--- src/rtl/rr_mux8_arbiter_pkg.sv ---
// Shared constants, state encoding and helpers for the 8-requester round-robin mux arbiter.
package mux8_arb_pkg;

    localparam int N_REQ   = 8;
    localparam int SEL_W   = 3;
    localparam int BURST_W = 8;

    typedef enum logic {
        IDLE  = 1'b0,
        GRANT = 1'b1
    } state_t;

    function automatic logic [N_REQ-1:0] onehot(input logic [SEL_W-1:0] idx);
        logic [N_REQ-1:0] vec;
        vec      = '0;
        vec[idx] = 1'b1;
        return vec;
    endfunction

endpackage

--- src/rtl/rr_mux8_arbiter_pick8.sv ---
// Rotating priority encoder: first eligible request at or above ptr, wrapping 7->0.
module rr_pick8
    import mux8_arb_pkg::*;
(
    input  logic [N_REQ-1:0] req,
    input  logic [SEL_W-1:0] ptr,
    input  logic [N_REQ-1:0] mask,
    output logic             found,
    output logic [SEL_W-1:0] idx
);

    logic [N_REQ-1:0] eligible;
    logic [SEL_W-1:0] cand;

    assign eligible = req & ~mask;

    // Walk from the farthest offset back to ptr so the nearest eligible bit wins.
    always_comb begin
        found = 1'b0;
        idx   = '0;
        cand  = '0;
        for (int i = N_REQ - 1; i >= 0; i--) begin
            cand = ptr + SEL_W'(i);
            if (eligible[cand]) begin
                found = 1'b1;
                idx   = cand;
            end
        end
    end

endmodule

--- config.mk ---
export PLATFORM = sky130hd
export DESIGN_NAME = rr_pick8
export DESIGN_NICKNAME = d
export VERILOG_FILES = /design/src/rtl/rr_mux8_arbiter_pkg.sv /design/src/rtl/rr_mux8_arbiter_pick8.sv
export SDC_FILE = /design/constraint.sdc
export NUM_CORES = 1
export LEC_CHECK = 0
export CAP_MARGIN = 20
export CORE_MARGIN = 2
export CORE_UTILIZATION = 62
export DETAILED_ROUTE_END_ITERATION = 12
export DONT_BUFFER_PORTS = 1
export GPL_ROUTABILITY_DRIVEN = 0
export PLACE_DENSITY = 0.81
export SETUP_SLACK_MARGIN = 0.3
export SLEW_MARGIN = 40
export SYNTH_ARGS = -nofsm -noshare
export SYNTH_HDL_FRONTEND = slang
export SYNTH_SLANG_ARGS = --single-unit
--- constraint.sdc ---
create_clock -name vclk -period 3.05
set_input_delay 0.61 -clock vclk [all_inputs]
set_output_delay 0.61 -clock vclk [all_outputs]
set_load 0.1 [all_outputs]
; ---- Yosys cells after proc, flatten, opt, wreduce, memory -nomap -nowiden
; Cells that the tools add are included.
[op_classes]
addsub = 7
order_cmp = 8
n_mux = 32
n_bitwise = 2
[op_table]
columns = cell, count
row1 = less-than comparator 3 x 4 -> 1 bit (second input constant), 8
row2 = binary-select mux 1 bit (select 3 bit), 8
row3 = 2-to-1 mux 3 bit, 8
row4 = 2-to-1 mux 1 bit, 16
row5 = adder 3 bit (second input constant), 4
row6 = AND 8 bit, 1
row7 = inverter 8 bit, 1
row8 = adder 3 x 2 -> 3 bit (second input constant), 2
row9 = adder 3 x 1 -> 3 bit (second input constant), 1
[totals]
reg_bits = 0
elab_cells = 49

; ---- Longest topological paths before layout
[depth]
depth_word = 12
depth_mapped = 10
depth_no_buf = 8

; ---- Worst setup path before layout
; No wires, ideal clock.
[synth_timing]
kind = input port to output port
startpoint = input port ptr[0]
endpoint = output port idx[2]
t_arrival_ns = 3.770
required_time_ns = 2.440
slack_ns = -1.330
cell_stages = 10
n_path_buf = 2
cell_sequence = buf_6 -> inv_4 -> ha_1 -> buf_4 -> and4b_4 -> o41ai_2 -> a32oi_1 -> a2111oi_2 -> o21ai_1 -> a211oi_2
[synth_via]
elab_chain_len = 11
[synth_lines]
columns = element, line
row1 = "start, declared", rr_mux8_arbiter_pick8.sv:6  ; input logic [SEL_W-1:0] ptr,
row2 = adder 3 bit, rr_mux8_arbiter_pick8.sv:23  ; cand = ptr + SEL_W'(i);
row3 = binary-select mux 1 bit (select 3 bit), rr_mux8_arbiter_pick8.sv:24  ; if (eligible[cand]) begin
row4 = 2-to-1 mux 1 bit (not written as such), rr_mux8_arbiter_pick8.sv:24
row5 = 2-to-1 mux 3 bit (7 in series), rr_mux8_arbiter_pick8.sv:24
row6 = 2-to-1 mux 3 bit (*), rr_mux8_arbiter_pick8.sv:24
row7 = "end, declared", rr_mux8_arbiter_pick8.sv:9  ; output logic [SEL_W-1:0] idx
; Mark *: on every way between the ends. The rest lies on a longest branch, timed or not. The select of a mux whose other input is x is not followed.

; ---- Worst setup path in the final report
[layout_timing]
startpoint = input port ptr[1]
endpoint = output port idx[2]
; Same word-level chain as after synthesis.

==> run_results.csv <==
group,metric,value,unit
outcome,status,"finished, violations left",
outcome,violations,"setup timing",
synthesis,avgSynthCellArea,10.4,um2
cells_and_area,drive_gt1_frac,0.622,
routing,postRouteAntennaNets,0,
setup_path,cp-startpoint,"ptr[1]",
global_route,antenna_found_initial,0,
flow_run,drv_cap,0,
cells_and_area,seq_cells,0,
worst_hold_path,holdCritStartpoint,"ptr[0]",
setup_path,critPathArrivalTime,2.72,ns
floorplanning,pin_count,23,
setup_path,crit_path_end_kind,"output port",
routing,wl,4090,um
setup_path,crit_required,2.44,ns
synthesis,synthCells,119,
placed_design,portBuffers,0,
global_route,grt_pass1_vias,1196,
placed_design,detailed_place.area,1540,um2
power,power_density,276,nW/um2
worst_hold_path,whs_path_depth,1,
routing,vias_per_cell,7.62,
timing,tightest_slew,0.442,ns
global_route,grt_pass1_wl,5960,um
routing,wire_per_inst,24.0,um
global_route,grt_max_degree,21,
power,ir_drop,0.223,mV
power,leakagePower,0.617,nW
routing,drc_errors,0,
routing,dr_total_vias,1295,
cells_and_area,regArea,0,um2
synthesis,mappedNetlistArea,1240,um2
synthesis,synth_fp_nets,140,
cells_and_area,clkbuf_count,0,
placed_design,dp_hpwl,3020,um
timing,finalCritPeriodShare,1.09,
floorplanning,start_util,0.646,
cells_and_area,area_growth,34.3,%
cells_and_area,nets,166,
floorplanning,fp.dieH,48.7,um
routing,drt_iter0_drc,87,
clock_tree,cts_hold_buf,0,
timing,timing.hold.ws,1.55,ns
power,design_power_total,0.461,mW
timing,rsz0062_at_grt,"true",
worst_hold_path,min_to,"idx[0]",
worst_hold_path,hp-class,"in2out",
synthesis,synth_warnings,0,
timing,relSlewSlack,0.704,
timing,fin_crit,3.33,ns
floorplanning,core_area,1920,um2
global_route,grtUsageTotal,0.325,
synthesis,yosysUniqueCellTypes,54,
floorplanning,fp-row-count,16,
setup_path,worstPathMaxFanout,10,
setup_path,path_class,"in2out",
synthesis,synth_seq_area_share,0,
floorplanning,die_x,48.7,um
routing,firstDrtPassIters,5,
timing,slew_violations,0,
timing,finalWorstSetupSlack,-0.280,ns
cells_and_area,fin_area,1670,um2
floorplanning,fp.dieArea,2380,um2
timing,setup_violations,3,
setup_path,start_kind,"input pin",
timing,fmax,300,MHz
cells_and_area,antennaDiodeCount,0,
global_route,overflow,0,
timing,hold_viol,0,
## worst max-delay path: stages
cell and delay, ns:
inv_8 0.02, ha_4 0.24, and4bb_2 0.25, o41ai_4 0.40, a32oi_1 0.19, a2111oi_2 0.36
o21ai_1 0.18, a211oi_4 0.27, buf_12 0.21
## synth_stat cells (all sizes together), types with 2 or more instances
master | number | area, um2
mux2i | 5 | 62.6
inv | 6 | 27.5
a22oi | 3 | 22.5
nand2b | 9 | 71.3
nor2b | 7 | 63.8
o21ai | 3 | 15.0
o221ai | 2 | 17.5
o41ai | 2 | 32.5
nor2 | 6 | 25.0
nor3 | 3 | 15.0
buf | 6 | 56.3
a21oi | 9 | 45.0
mux2 | 3 | 41.3
and2b | 5 | 43.8
nor4 | 3 | 25.0
a211oi | 5 | 47.5
mux4 | 17 | 387
ha | 2 | 25.0
nand2 | 2 | 7.51
## per-layer routing
metal	part of all wire	global-route usage	routed length (um)
met5	0	0	0
met4	0.030	0.00952	123
met3	0.12	0.0123	487
met2	0.50	0.610	2060
met1	0.35	0.438	1420
## worst max-delay path by stage
stage	end	slack [ns]	depth (start not counted)
2_1_floorplan	idx[2]	-0.77	10
6_report	idx[2]	-0.28	9
4_1_cts	idx[2]	-0.15	9
5_1_grt	idx[2]	-0.29	9
3_3_place_gp	idx[2]	-0.10	10
3_5_place_dp	idx[2]	-0.18	9
## cell type report
class / instances / area, um2
Tap cell: 27 / 33.8
Inverter: 7 / 46.3
Fill cell: 103 / 255
Timing Repair Buffer: 31 / 274
Multi-Input combinational cell: 105 / 1310
## kinds of logic after synthesis
logic type / share of synthesized area
compound gates: 0.217
xor+xnor: 0.0202
fa+ha+maj: 0.0202
buf+inv: 0.0816
mux: 0.395
simple gates: 0.266
## timing repair
item | in CTS | in global routing
endpoints found under the setup margin | 4 | 4
gates resized for setup | 9 | 8
setup buffers | 0 | 3
pin swaps | 1 | 4
## cell usage in the layout (no fill, tap or decap), types with 3 or more instances in the layout
| master | count |
|---|---|
| nor2b_4 | 3 |
| buf_12 | 3 |
| mux4_2 | 16 |
| buf_4 | 27 |
| nor2b_1 | 3 |
| nor3_1 | 3 |
| mux2i_4 | 3 |
| nor2_1 | 5 |
| inv_1 | 4 |
| nand2b_1 | 7 |
| a22oi_1 | 3 |
| a21oi_1 | 9 |
## metrics by stage
stage / setup WS [ns] / TNS (ns) / std cells / util
final: -0.280 / -0.371 / 170 / 0.867
after global routing: -0.293 / -0.436 / 170 / 0.867
after CTS: -0.147 / -0.260 / 167 / 0.835
after detailed placement: -0.182 / -0.320 / 167 / 0.802
after global placement: -0.102 / -0.133 / 167 / 0.802
after floorplan: -0.774 / -0.978 / 119 / -
## power by group
| part | internal (mW) | leakage, nW | switching [mW] |
|---|---|---|---|
| clock network | 0 | 0 | 0 |
| logic | 0.213 | 0.617 | 0.248 |
| registers | 0 | 0 | 0 |
Note: power is estimated with default switching activity, not from simulation.
